==> src/rtl/mips_cpu_pkg.sv <==
// ============================================================================
// Module   : mips_cpu_pkg
// Brief    : Shared store-opcode constants and store FSM state encoding.
// Revision : 1.0
// ============================================================================
`default_nettype none

package mips_cpu_pkg;

  localparam logic [5:0] OP_SB  = 6'b101000;
  localparam logic [5:0] OP_SH  = 6'b101001;
  localparam logic [5:0] OP_SWL = 6'b101010;
  localparam logic [5:0] OP_SW  = 6'b101011;
  localparam logic [5:0] OP_SWR = 6'b101110;

  typedef enum logic [1:0] {
    ST_IDLE  = 2'd0,
    ST_WRITE = 2'd1,
    ST_DONE  = 2'd2
  } store_state_t;

endpackage

`default_nettype wire

==> src/rtl/mips_cpu_store_unit_if.sv <==
// ============================================================================
// Module   : mips_cpu_store_unit_if
// Brief    : Core store request handshake plus Avalon-MM write bus.
// Revision : 1.0
// ============================================================================
`default_nettype none

interface mips_cpu_store_unit_if;

  logic        req_valid;
  logic        req_ready;
  logic [5:0]  opcode;
  logic [31:0] addr;
  logic [31:0] rt_data;
  logic [31:0] avm_address;
  logic        avm_write;
  logic [31:0] avm_writedata;
  logic [3:0]  avm_byteenable;
  logic        avm_waitrequest;
  logic        stall;
  logic        done;
  logic        fault;

  // Store unit side: serves the core, drives the bus.
  modport slave (
    input  req_valid, opcode, addr, rt_data, avm_waitrequest,
    output req_ready, avm_address, avm_write, avm_writedata, avm_byteenable,
           stall, done, fault
  );

  // Environment side: core plus bus slave.
  modport master (
    output req_valid, opcode, addr, rt_data, avm_waitrequest,
    input  req_ready, avm_address, avm_write, avm_writedata, avm_byteenable,
           stall, done, fault
  );

endinterface

`default_nettype wire

==> src/rtl/mips_cpu_store_align.sv <==
// ============================================================================
// Module   : mips_cpu_store_align
// Brief    : Byte-lane and data alignment for sb/sh/sw/swl/swr.
//            STORE_ALIGN_CHECK_EN enables sh/sw misalignment detection.
// Revision : 1.0
// ============================================================================
`default_nettype none

module mips_cpu_store_align
  import mips_cpu_pkg::*;
(
  input  logic [5:0]  opcode_i,
  input  logic [1:0]  a_i,
  input  logic [31:0] rt_i,
  output logic [3:0]  be_o,
  output logic [31:0] data_o,
  output logic        supported_o,
  output logic        misaligned_o
);

  logic [4:0] w_shl;
  logic [4:0] w_shr;

  // swr shifts left by a bytes, swl shifts right by (3-a) bytes; ~a == 3-a.
  assign w_shl = {a_i, 3'b000};
  assign w_shr = {~a_i, 3'b000};

  always_comb begin
    be_o         = 4'b0000;
    data_o       = 32'h0000_0000;
    supported_o  = 1'b0;
    misaligned_o = 1'b0;
    case (opcode_i)
      OP_SB: begin
        be_o        = 4'b0001 << a_i;
        data_o      = {4{rt_i[7:0]}};
        supported_o = 1'b1;
      end
      OP_SH: begin
        be_o        = a_i[1] ? 4'b1100 : 4'b0011;
        data_o      = {2{rt_i[15:0]}};
        supported_o = 1'b1;
`ifdef STORE_ALIGN_CHECK_EN
        misaligned_o = a_i[0];
`endif
      end
      OP_SW: begin
        be_o        = 4'b1111;
        data_o      = rt_i;
        supported_o = 1'b1;
`ifdef STORE_ALIGN_CHECK_EN
        misaligned_o = |a_i;
`endif
      end
      OP_SWL: begin
        be_o        = 4'b1111 >> ~a_i;
        data_o      = rt_i >> w_shr;
        supported_o = 1'b1;
      end
      OP_SWR: begin
        be_o        = 4'b1111 << a_i;
        data_o      = rt_i << w_shl;
        supported_o = 1'b1;
      end
      default: begin
        supported_o = 1'b0;
      end
    endcase
  end

endmodule

`default_nettype wire

==> src/rtl/mips_cpu_store_unit.sv <==
// ============================================================================
// Module   : mips_cpu_store_unit
// Brief    : Store request to single Avalon-MM word write with core stall.
//            STORE_ALIGN_CHECK_EN turns misaligned sh/sw into faults.
// Revision : 1.0
// ============================================================================
`default_nettype none

module mips_cpu_store_unit
  import mips_cpu_pkg::*;
(
  input  logic                   clk,
  input  logic                   reset,
  mips_cpu_store_unit_if.slave   bus
);

  logic [3:0]  w_be;
  logic [31:0] w_data;
  logic        w_supported;
  logic        w_misaligned;

  store_state_t state_q;
  logic         ready_q;
  logic         write_q;
  logic         done_q;
  logic         fault_q;
  logic [31:0]  addr_q;
  logic [31:0]  data_q;
  logic [3:0]   be_q;

  mips_cpu_store_align u_align (
    .opcode_i     (bus.opcode),
    .a_i          (bus.addr[1:0]),
    .rt_i         (bus.rt_data),
    .be_o         (w_be),
    .data_o       (w_data),
    .supported_o  (w_supported),
    .misaligned_o (w_misaligned)
  );

  always_ff @(posedge clk) begin
    if (reset) begin
      state_q <= ST_IDLE;
      ready_q <= 1'b1;
      write_q <= 1'b0;
      done_q  <= 1'b0;
      fault_q <= 1'b0;
      addr_q  <= 32'h0000_0000;
      data_q  <= 32'h0000_0000;
      be_q    <= 4'b0000;
    end else begin
      case (state_q)
        ST_IDLE: begin
          if (bus.req_valid) begin
            addr_q  <= {bus.addr[31:2], 2'b00};
            data_q  <= w_data;
            be_q    <= w_be;
            ready_q <= 1'b0;
            if (w_supported && !w_misaligned) begin
              write_q <= 1'b1;
              state_q <= ST_WRITE;
            end else begin
              done_q  <= 1'b1;
              fault_q <= w_misaligned;
              state_q <= ST_DONE;
            end
          end
        end
        ST_WRITE: begin
          if (!bus.avm_waitrequest) begin
            write_q <= 1'b0;
            done_q  <= 1'b1;
            state_q <= ST_DONE;
          end
        end
        ST_DONE: begin
          done_q  <= 1'b0;
          fault_q <= 1'b0;
          ready_q <= 1'b1;
          state_q <= ST_IDLE;
        end
        default: begin
          write_q <= 1'b0;
          done_q  <= 1'b0;
          fault_q <= 1'b0;
          ready_q <= 1'b1;
          state_q <= ST_IDLE;
        end
      endcase
    end
  end

  // ready_q is high exactly in IDLE, write_q exactly in WRITE.
  assign bus.req_ready      = ready_q;
  assign bus.stall          = (bus.req_valid & ready_q) | write_q;
  assign bus.avm_write      = write_q;
  assign bus.avm_address    = addr_q;
  assign bus.avm_writedata  = data_q;
  assign bus.avm_byteenable = be_q;
  assign bus.done           = done_q;
  assign bus.fault          = fault_q;

endmodule

`default_nettype wire

==> src/flat_wrapper.sv <==
// flat-port wrapper written by rule: the top's interface ports become plain ports
module mips_cpu_store_unit_flat import mips_cpu_pkg::*;
  (clk, reset, bus_req_valid, bus_opcode, bus_addr, bus_rt_data, bus_avm_waitrequest, bus_req_ready, bus_avm_address, bus_avm_write, bus_avm_writedata, bus_avm_byteenable, bus_stall, bus_done, bus_fault);
  mips_cpu_store_unit_if bus_i ();
  input  logic clk;
  input  logic reset;
  input wire logic [$bits(bus_i.req_valid)-1:0] bus_req_valid;
  input wire logic [$bits(bus_i.opcode)-1:0] bus_opcode;
  input wire logic [$bits(bus_i.addr)-1:0] bus_addr;
  input wire logic [$bits(bus_i.rt_data)-1:0] bus_rt_data;
  input wire logic [$bits(bus_i.avm_waitrequest)-1:0] bus_avm_waitrequest;
  output wire logic [$bits(bus_i.req_ready)-1:0] bus_req_ready;
  output wire logic [$bits(bus_i.avm_address)-1:0] bus_avm_address;
  output wire logic [$bits(bus_i.avm_write)-1:0] bus_avm_write;
  output wire logic [$bits(bus_i.avm_writedata)-1:0] bus_avm_writedata;
  output wire logic [$bits(bus_i.avm_byteenable)-1:0] bus_avm_byteenable;
  output wire logic [$bits(bus_i.stall)-1:0] bus_stall;
  output wire logic [$bits(bus_i.done)-1:0] bus_done;
  output wire logic [$bits(bus_i.fault)-1:0] bus_fault;
  assign bus_i.req_valid = bus_req_valid;
  assign bus_i.opcode = bus_opcode;
  assign bus_i.addr = bus_addr;
  assign bus_i.rt_data = bus_rt_data;
  assign bus_i.avm_waitrequest = bus_avm_waitrequest;
  assign bus_req_ready = bus_i.req_ready;
  assign bus_avm_address = bus_i.avm_address;
  assign bus_avm_write = bus_i.avm_write;
  assign bus_avm_writedata = bus_i.avm_writedata;
  assign bus_avm_byteenable = bus_i.avm_byteenable;
  assign bus_stall = bus_i.stall;
  assign bus_done = bus_i.done;
  assign bus_fault = bus_i.fault;
  mips_cpu_store_unit u_core (.clk(clk), .reset(reset), .bus(bus_i));
endmodule
==> config.mk <==
export PLATFORM = sky130hd
export DESIGN_NAME = mips_cpu_store_unit_flat
export DESIGN_NICKNAME = d
export VERILOG_FILES = /design/src/rtl/mips_cpu_pkg.sv /design/src/rtl/mips_cpu_store_unit_if.sv /design/src/rtl/mips_cpu_store_align.sv /design/src/rtl/mips_cpu_store_unit.sv /design/src/flat_wrapper.sv
export SDC_FILE = /design/constraint.sdc
export NUM_CORES = 1
export LEC_CHECK = 0
export CORE_ASPECT_RATIO = 0.75
export CORE_MARGIN = 2
export CORE_UTILIZATION = 50
export CTS_BUF_LIST = sky130_fd_sc_hd__clkbuf_2
export DETAILED_ROUTE_END_ITERATION = 7
export HOLD_SLACK_MARGIN = 0.06
export PLACE_DENSITY = 0.88
export SYNTH_ARGS = -nofsm -noshare
export SYNTH_HDL_FRONTEND = slang
export SYNTH_SLANG_ARGS = --single-unit
==> constraint.sdc <==
create_clock -name clk -period 3.5 [get_ports clk]
set_clock_uncertainty 0.1 [all_clocks]
set_input_delay 0.7 -clock clk [delete_from_list [all_inputs] [get_ports clk]]
set_output_delay 0.7 -clock clk [all_outputs]
set_load 0.05 [all_outputs]
==> results of run 1 <==
## critical path: cells and delay by family
family                 cells  cell delay [ns]
AOI/OAI and AO/OA          1             0.14
buffers and inverters      2             1.32
## registers in the layout (all words and copies together), names as in the netlist
name                       count
u_core.bus.avm_writedata      32
u_core.bus.avm_address        30
u_core.state_q                 2
u_core.bus.avm_byteenable      4
u_core.bus.done                1
u_core.bus.req_ready           1
u_core.bus.avm_write           1
## path summary, 6_finish.rpt
kind                                                start                                         to  cells after the start
setup reg to reg           u_core.state_q[1]$_SDFFE_PP0P_  u_core.bus.avm_writedata[19]$_SDFFE_PP0P_                      4
setup / recovery                            bus_req_valid                                  bus_stall                      3
hold reg to reg   u_core.bus.avm_address[23]$_SDFFE_PP0P_    u_core.bus.avm_address[23]$_SDFFE_PP0P_                      2
hold / removal    u_core.bus.avm_address[23]$_SDFFE_PP0P_    u_core.bus.avm_address[23]$_SDFFE_PP0P_                      2
## synthesized netlist by cell type (3+ instances only)
library cell  count  area [um2]
o21a_1            4        30.0
and4_1            3        26.3
and2_1            4        25.0
o21ai_0          24         120
nor3_1            3        15.0
a311oi_1         13         114
nand2b_1          3        18.8
a22oi_1           9        67.6
o21ai_1           8        40.0
nor2_1           13        48.8
mux4_2            5         113
nor2b_1           7        43.8
buf_6             3        33.8
a31oi_1          10        62.6
inv_1             6        22.5
and3_1            3        18.8
buf_2            17        85.1
a21oi_1          56         280
a2bb2oi_1         7        61.3
nand2_1         101         379
buf_4             6        45.0
dfxtp_1          71        1420
mux2_2            4        45.0
buf_1             4        15.0
a32oi_1          10        87.6
nand3_1           9        45.0
nand4_1           3        18.8
o2bb2ai_1         8        70.1
mux2i_1          24         240
o211ai_1          4        30.0
nor4_1            3        18.8
clkbuf_1         16        60.1
## cell type report
cell class	count	share of cell area, %
flip-flops and latches	71	25.3
multi-input cells	373	42.1
well taps	105	2.34
inverters	6	0.401
clock inverters	6	1.25
repair buffers	161	27.7
clock buffers	10	0.890
## cell families after synthesis
logic type | synth area share (%)
AOI/OAI and AO/OA | 29.0
buffers and inverters | 6.47
DFF | 35.2
muxes | 9.85
other | 0.0928
and+or+nand+nor | 19.4
## through the flow
step,utilization (%),std cells
final,71.6,732
after global routing,71.6,732
after CTS,71.6,732
after detailed placement,70.1,716
after global placement,70.1,716
after floorplan,-,496
## power groups by stage
stage	clock [mW]	sequential (mW)	combinational [mW]
6_report	0.478	0.863	0.554
5_1_grt	0.533	0.868	0.584
4_1_cts	0.490	0.863	0.547
3_5_place_dp	0	0.879	0.546
3_3_place_gp	0	0.878	0.541
2_1_floorplan	0	0.993	0.212
## routing by layer
layer	vias to the layer above	GRT usage, %	share of wire (%)
met1	2103	40.7	42
met2	271	50.3	46
li1	2080	-	-
met4	0	9.36	2.5
met3	42	8.02	9.5
met5	-	0	0
==> metrics.csv, run 1 <==
stage,metric,value,unit
layout,Post-Layout Inst Area,0.00562,mm2
global_routing,GRT Util Overall,30.9,%
yosys,Yosys reg bits,71,
clock_network,worst skew pair latency,0.50,ns
clock_network,cts repair resizes,0,
floorplanning,Cell Rows,28,
drt,wire per inst,18.8,um
place,port bufs,143,
clock_network,Longest Clk Path Bufs,2,
sta,worst hold slack,0.367,ns
layout,fillers,637,
clock_network,Clock Sinks,71,
power_and_ir_drop,Switching Fraction,35.0,%
min_path,worst hold path class,flop to flop,
worst_setup_path,crit path DAT,2.16,ns
sta,final hold vios,0,
global_routing,first-pass GRT wire length,21400,um
sta,# setup viols final,0,
global_routing,total gr overflow,0,
sta,Setup TNS Final,0,ns
power_and_ir_drop,pwr dens,337,mW/mm2
yosys,synth warn,0,
sta,Tcrit/Tclk final,84.7,%
drt,ANT nets after route,0,
worst_setup_path,most frequent CP cell,clkdlybuf4s50_1,
worst_setup_path,largest stage delay on the critical path,0.79,ns
place,post-place setup slack,0.440,ns
power_and_ir_drop,worst IR drop on VDD,223,uV
power_and_ir_drop,Psw,663,uW
worst_setup_path,Worst EP required,2.70,ns
clock_network,TritonCTS clock tree,yes,
floorplanning,die height,81.8,um
clock_network,clock transition at the registers of the reported paths,0.18,ns
yosys,mean post-synth cell area,8.18,um2
worst_setup_path,worst-path maximum fanout,5,
drt,DR pass1 iterations,6,
layout,"commonest non-fill, non-tap cells in the layout","clkdlybuf4s50_1, nand2_1, dfxtp_1, a21oi_1",
worst_setup_path,slowest cell on the critical path,clkdlybuf4s50_1,
drt,DRC viols,0,
floorplanning,die area,0.00882,mm2
drt,via count,4496,
clock_network,Inserted Clock Buffers,9,
clock_network,CTS Hold Bufs,0,
yosys,number of enable flip-flop cells after synthesis,0,
worst_setup_path,crit path cell chain,clkdlybuf4s50_1 > a21o_1 > clkdlybuf4s50_1,
sta,max-slew violations,0,
run_status,status,finished clean,
layout,Reg area,0.00142,mm2
layout,NumNets Final,696,
power_and_ir_drop,clock share of power,25.2,%
job,Max-Cap Viols,0,
yosys,register area share after synthesis,35.2,%
floorplanning,Core ar.,0.00785,mm2
drt,Routed WL,13800,um
sta,unrepaired setup endpoints after global routing,false,
global_routing,largest net degree at the start of global routing,41,
clock_network,H-tree levels,3,
yosys,post-synthesis cell count,494,
floorplanning,initial core utilization,51.5,%
drt,post-DR vias/cell,6.14,
place,Post-DP Area,0.00550,mm2
drt,drt initial violations,429,
layout,"commonest non-fill, non-tap cell in the layout",clkdlybuf4s50_1,
yosys,top_reg_cell synth,dfxtp_1,
power_and_ir_drop,Combinational Power Share,29.2,%
clock_network,CTS root buffer,clkbuf_2,
sta,minimum clock period,2.96,ns
power_and_ir_drop,Internal,1.23,mW
sta,Least-Margin Pin Slew,0.837,ns
worst_setup_path,CP Launch Type,input pin,
layout,area of the multi-input gates,0.00237,mm2
clock_network,Post-CTS Setup Bufs,0,
power_and_ir_drop,Final Power,1.89,mW
yosys,Syn Std Cell Area,0.00404,mm2
yosys,"FFs w/ async S/R, synth",0,%
worst_setup_path,Setup crit end kind,primary output,
power_and_ir_drop,Leak,1.93,nW
worst_setup_path,critical path type,input pin to primary output,
floorplanning,io pins,147,
layout,Antenna diodes,0,
layout,Area growth syn-to-layout,39.2,%
global_routing,initial antenna violation count,0,
sta,fin worst setup slack,0.536,ns
place,gpl congestion,0.964,
worst_setup_path,FF-to-FF setup slack,1.26,ns
power_and_ir_drop,Flop pwr share,45.6,%
global_routing,vias in the first global route,4171,
sta,worst rel slew slack,44.0,%
floorplanning,Die W,108,um
layout,share of cells above drive strength 1,8.93,%
sta,Max Clock Freq,337,MHz
yosys,distinct cell type count after synthesis,57,
place,post-DP HPWL,9950,um
Note: power is estimated with default switching activity, not from simulation.
==> run 2, diff against run 1 <==
CORE_UTILIZATION = 46   (was 50)
PLACE_DENSITY = 0.82   (was 0.88)
clock period = 2.78 ns   (was 3.5 ns; I/O delays follow)
==> run 2 against run 1 <==
Effect of this change: global-route usage down 0.48 points; first-iteration DRC count rose by 17%; clock power rose by 76%; critical endpoint is now bus_avm_writedata[16]; largest cell class unchanged; largest power group unchanged.
==> metrics.csv, run 2 (synthesis gave the netlist of run 1 again) <==
stage,metric,value,unit
job,Max-Cap Viols,0,
floorplanning,initial core utilization,47.6,%
power_and_ir_drop,Internal,1.76,mW
drt,ANT nets after route,0,
sta,minimum clock period,2.50,ns
layout,Area growth syn-to-layout,45.0,%
power_and_ir_drop,pwr dens,454,mW/mm2
clock_network,worst skew pair latency,0.54,ns
place,dpl cells,738,
power_and_ir_drop,Flop pwr share,40.9,%
worst_setup_path,Setup crit end kind,primary output,
sta,worst rel slew slack,50.8,%
drt,Routed WL,14800,um
drt,via count,4629,
worst_setup_path,slowest cell on the critical path,clkdlybuf4s50_1,
min_path,worst hold path class,input pin to flop,
global_routing,first-pass GRT wire length,23300,um
floorplanning,Die W,112,um
drt,post-DR vias/cell,6.14,
worst_setup_path,crit path cell chain,clkdlybuf4s50_1,
global_routing,initial antenna violation count,0,
clock_network,Post-CTS Setup Bufs,0,
floorplanning,Cell Rows,29,
layout,NumNets Final,715,
clock_network,Inserted Clock Buffers,9,
layout,max reg flops,32,
sta,Max Clock Freq,400,MHz
clock_network,cts repair resizes,0,
sta,# setup viols final,0,
sta,unrepaired setup endpoints after global routing,false,
drt,wire per inst,19.6,um
power_and_ir_drop,Final Power,2.66,mW
place,gpl congestion,0.919,
layout,share of cells above drive strength 1,11.8,%
worst_setup_path,critical path type,flop to primary output,
worst_setup_path,worst-path maximum fanout,3,
layout,Antenna diodes,0,
worst_setup_path,Worst EP required,2.12,ns
layout,"commonest non-fill, non-tap cell in the layout",clkdlybuf4s50_1,
worst_setup_path,crit path DAT,1.84,ns
global_routing,vias in the first global route,4465,
layout,final core occ,69.0,%
clock_network,CTS Hold Bufs,0,
run_status,status,finished clean,
power_and_ir_drop,worst IR drop on VDD,295,uV
power_and_ir_drop,Combinational Power Share,27.4,%
power_and_ir_drop,Switching Fraction,33.9,%
clock_network,H-tree levels,3,
clock_network,Clock Sinks,71,
sta,Least-Margin Pin Slew,0.737,ns
clock_network,TritonCTS clock tree,yes,
drt,DR pass1 iterations,6,
power_and_ir_drop,Psw,901,uW
clock_network,Longest Clk Path Bufs,2,
floorplanning,io pins,147,
drt,drt initial violations,501,
layout,Finished Layout Cells,754,
sta,Tcrit/Tclk final,89.9,%
place,port bufs,143,
floorplanning,die height,85.2,um
worst_setup_path,CP Launch Type,flop,
worst_setup_path,"CP delay by family, top",buffers and inverters,
power_and_ir_drop,Leak,2.07,nW
drt,DRC viols,0,
floorplanning,die area,0.00955,mm2
clock_network,clock transition at the registers of the reported paths,0.24,ns
global_routing,largest net degree at the start of global routing,27,
worst_setup_path,largest stage delay on the critical path,0.85,ns
sta,Setup TNS Final,0,ns
global_routing,total gr overflow,0,
worst_setup_path,WP buf/inv,1,
sta,final hold vios,0,
sta,max-slew violations,0,
place,post-DP HPWL,10900,um
layout,"commonest non-fill, non-tap cells in the layout","clkdlybuf4s50_1, nand2_1, dfxtp_1, a21oi_1, buf_4",
global_routing,GRT Util Overall,30.4,%
clock_network,CTS root buffer,clkbuf_2,
floorplanning,Core ar.,0.00849,mm2
power_and_ir_drop,clock share of power,31.7,%
[run 2: cell count changes in the layout (fill, tap and decap cells not counted)]
| cell | previous run | this run |
|---|---|---|
| buf_12 | 0 | 3 |
| inv_8 | 0 | 1 |
| buf_4 | 18 | 35 |
| clkdlybuf4s50_1 | 141 | 140 |
| inv_6 | 1 | 2 |
| clkbuf_2 | 10 | 9 |
| bufinv_16 | 1 | 3 |
| clkinvlp_4 | 3 | 0 |
[run 2: cell type report]
| class | count | area (um2) |
|---|---|---|
| clock buffer | 9 | 45.0 |
| tap | 108 | 135 |
| timing repair buffer | 180 | 1730 |
| multi-input combinational | 373 | 2370 |
| clock inverter | 7 | 128 |
| inverter | 6 | 22.5 |
| fill | 734 | 2640 |
| sequential | 71 | 1420 |
[run 2: worst paths after layout]
path / startpoint / to / slack, ns / depth (start not counted)
worst min register to register: u_core.bus.avm_address[14]$_SDFFE_PP0P_ / u_core.bus.avm_address[14]$_SDFFE_PP0P_ / 0.37 / 2
worst max-delay path: u_core.bus.avm_writedata[16]$_SDFFE_PP0P_ / bus_avm_writedata[16] / 0.28 / 1
worst min-delay path: reset / u_core.bus.avm_byteenable[0]$_SDFFE_PP0P_ / 0.31 / 2
worst max register to register: u_core.state_q[1]$_SDFFE_PP0P_ / u_core.bus.avm_writedata[21]$_SDFFE_PP0P_ / 0.74 / 4
[run 2: power groups by stage]
| stage | sequential (mW) | combinational (mW) | clock, mW |
|---|---|---|---|
| 3_3_place_gp | 1.11 | 0.706 | 0 |
| 3_5_place_dp | 1.11 | 0.714 | 0 |
| 5_1_grt | 1.09 | 0.762 | 0.898 |
| 4_1_cts | 1.09 | 0.718 | 0.847 |
| 2_1_floorplan | 1.25 | 0.267 | 0 |
| 6_report | 1.09 | 0.728 | 0.843 |
[run 2: routing by layer]
metal	share of wire [%]	track usage [%]
met5	0	0
met4	2.6	10.4
met3	9.0	7.93
met2	46	49.1
met1	42	39.9
[run 2: metrics by stage]
stage / hold WS [ns] / cell area [um2] / setup WS, ns
detailed placement: 0.346 / 5680 / 0.113
floorplan: 0.423 / 4050 / 0.870
global route: 0.286 / 5850 / 0.195
CTS: 0.276 / 5850 / 0.267
global placement: 0.342 / 5680 / -0.0474
finish: 0.313 / 5850 / 0.281
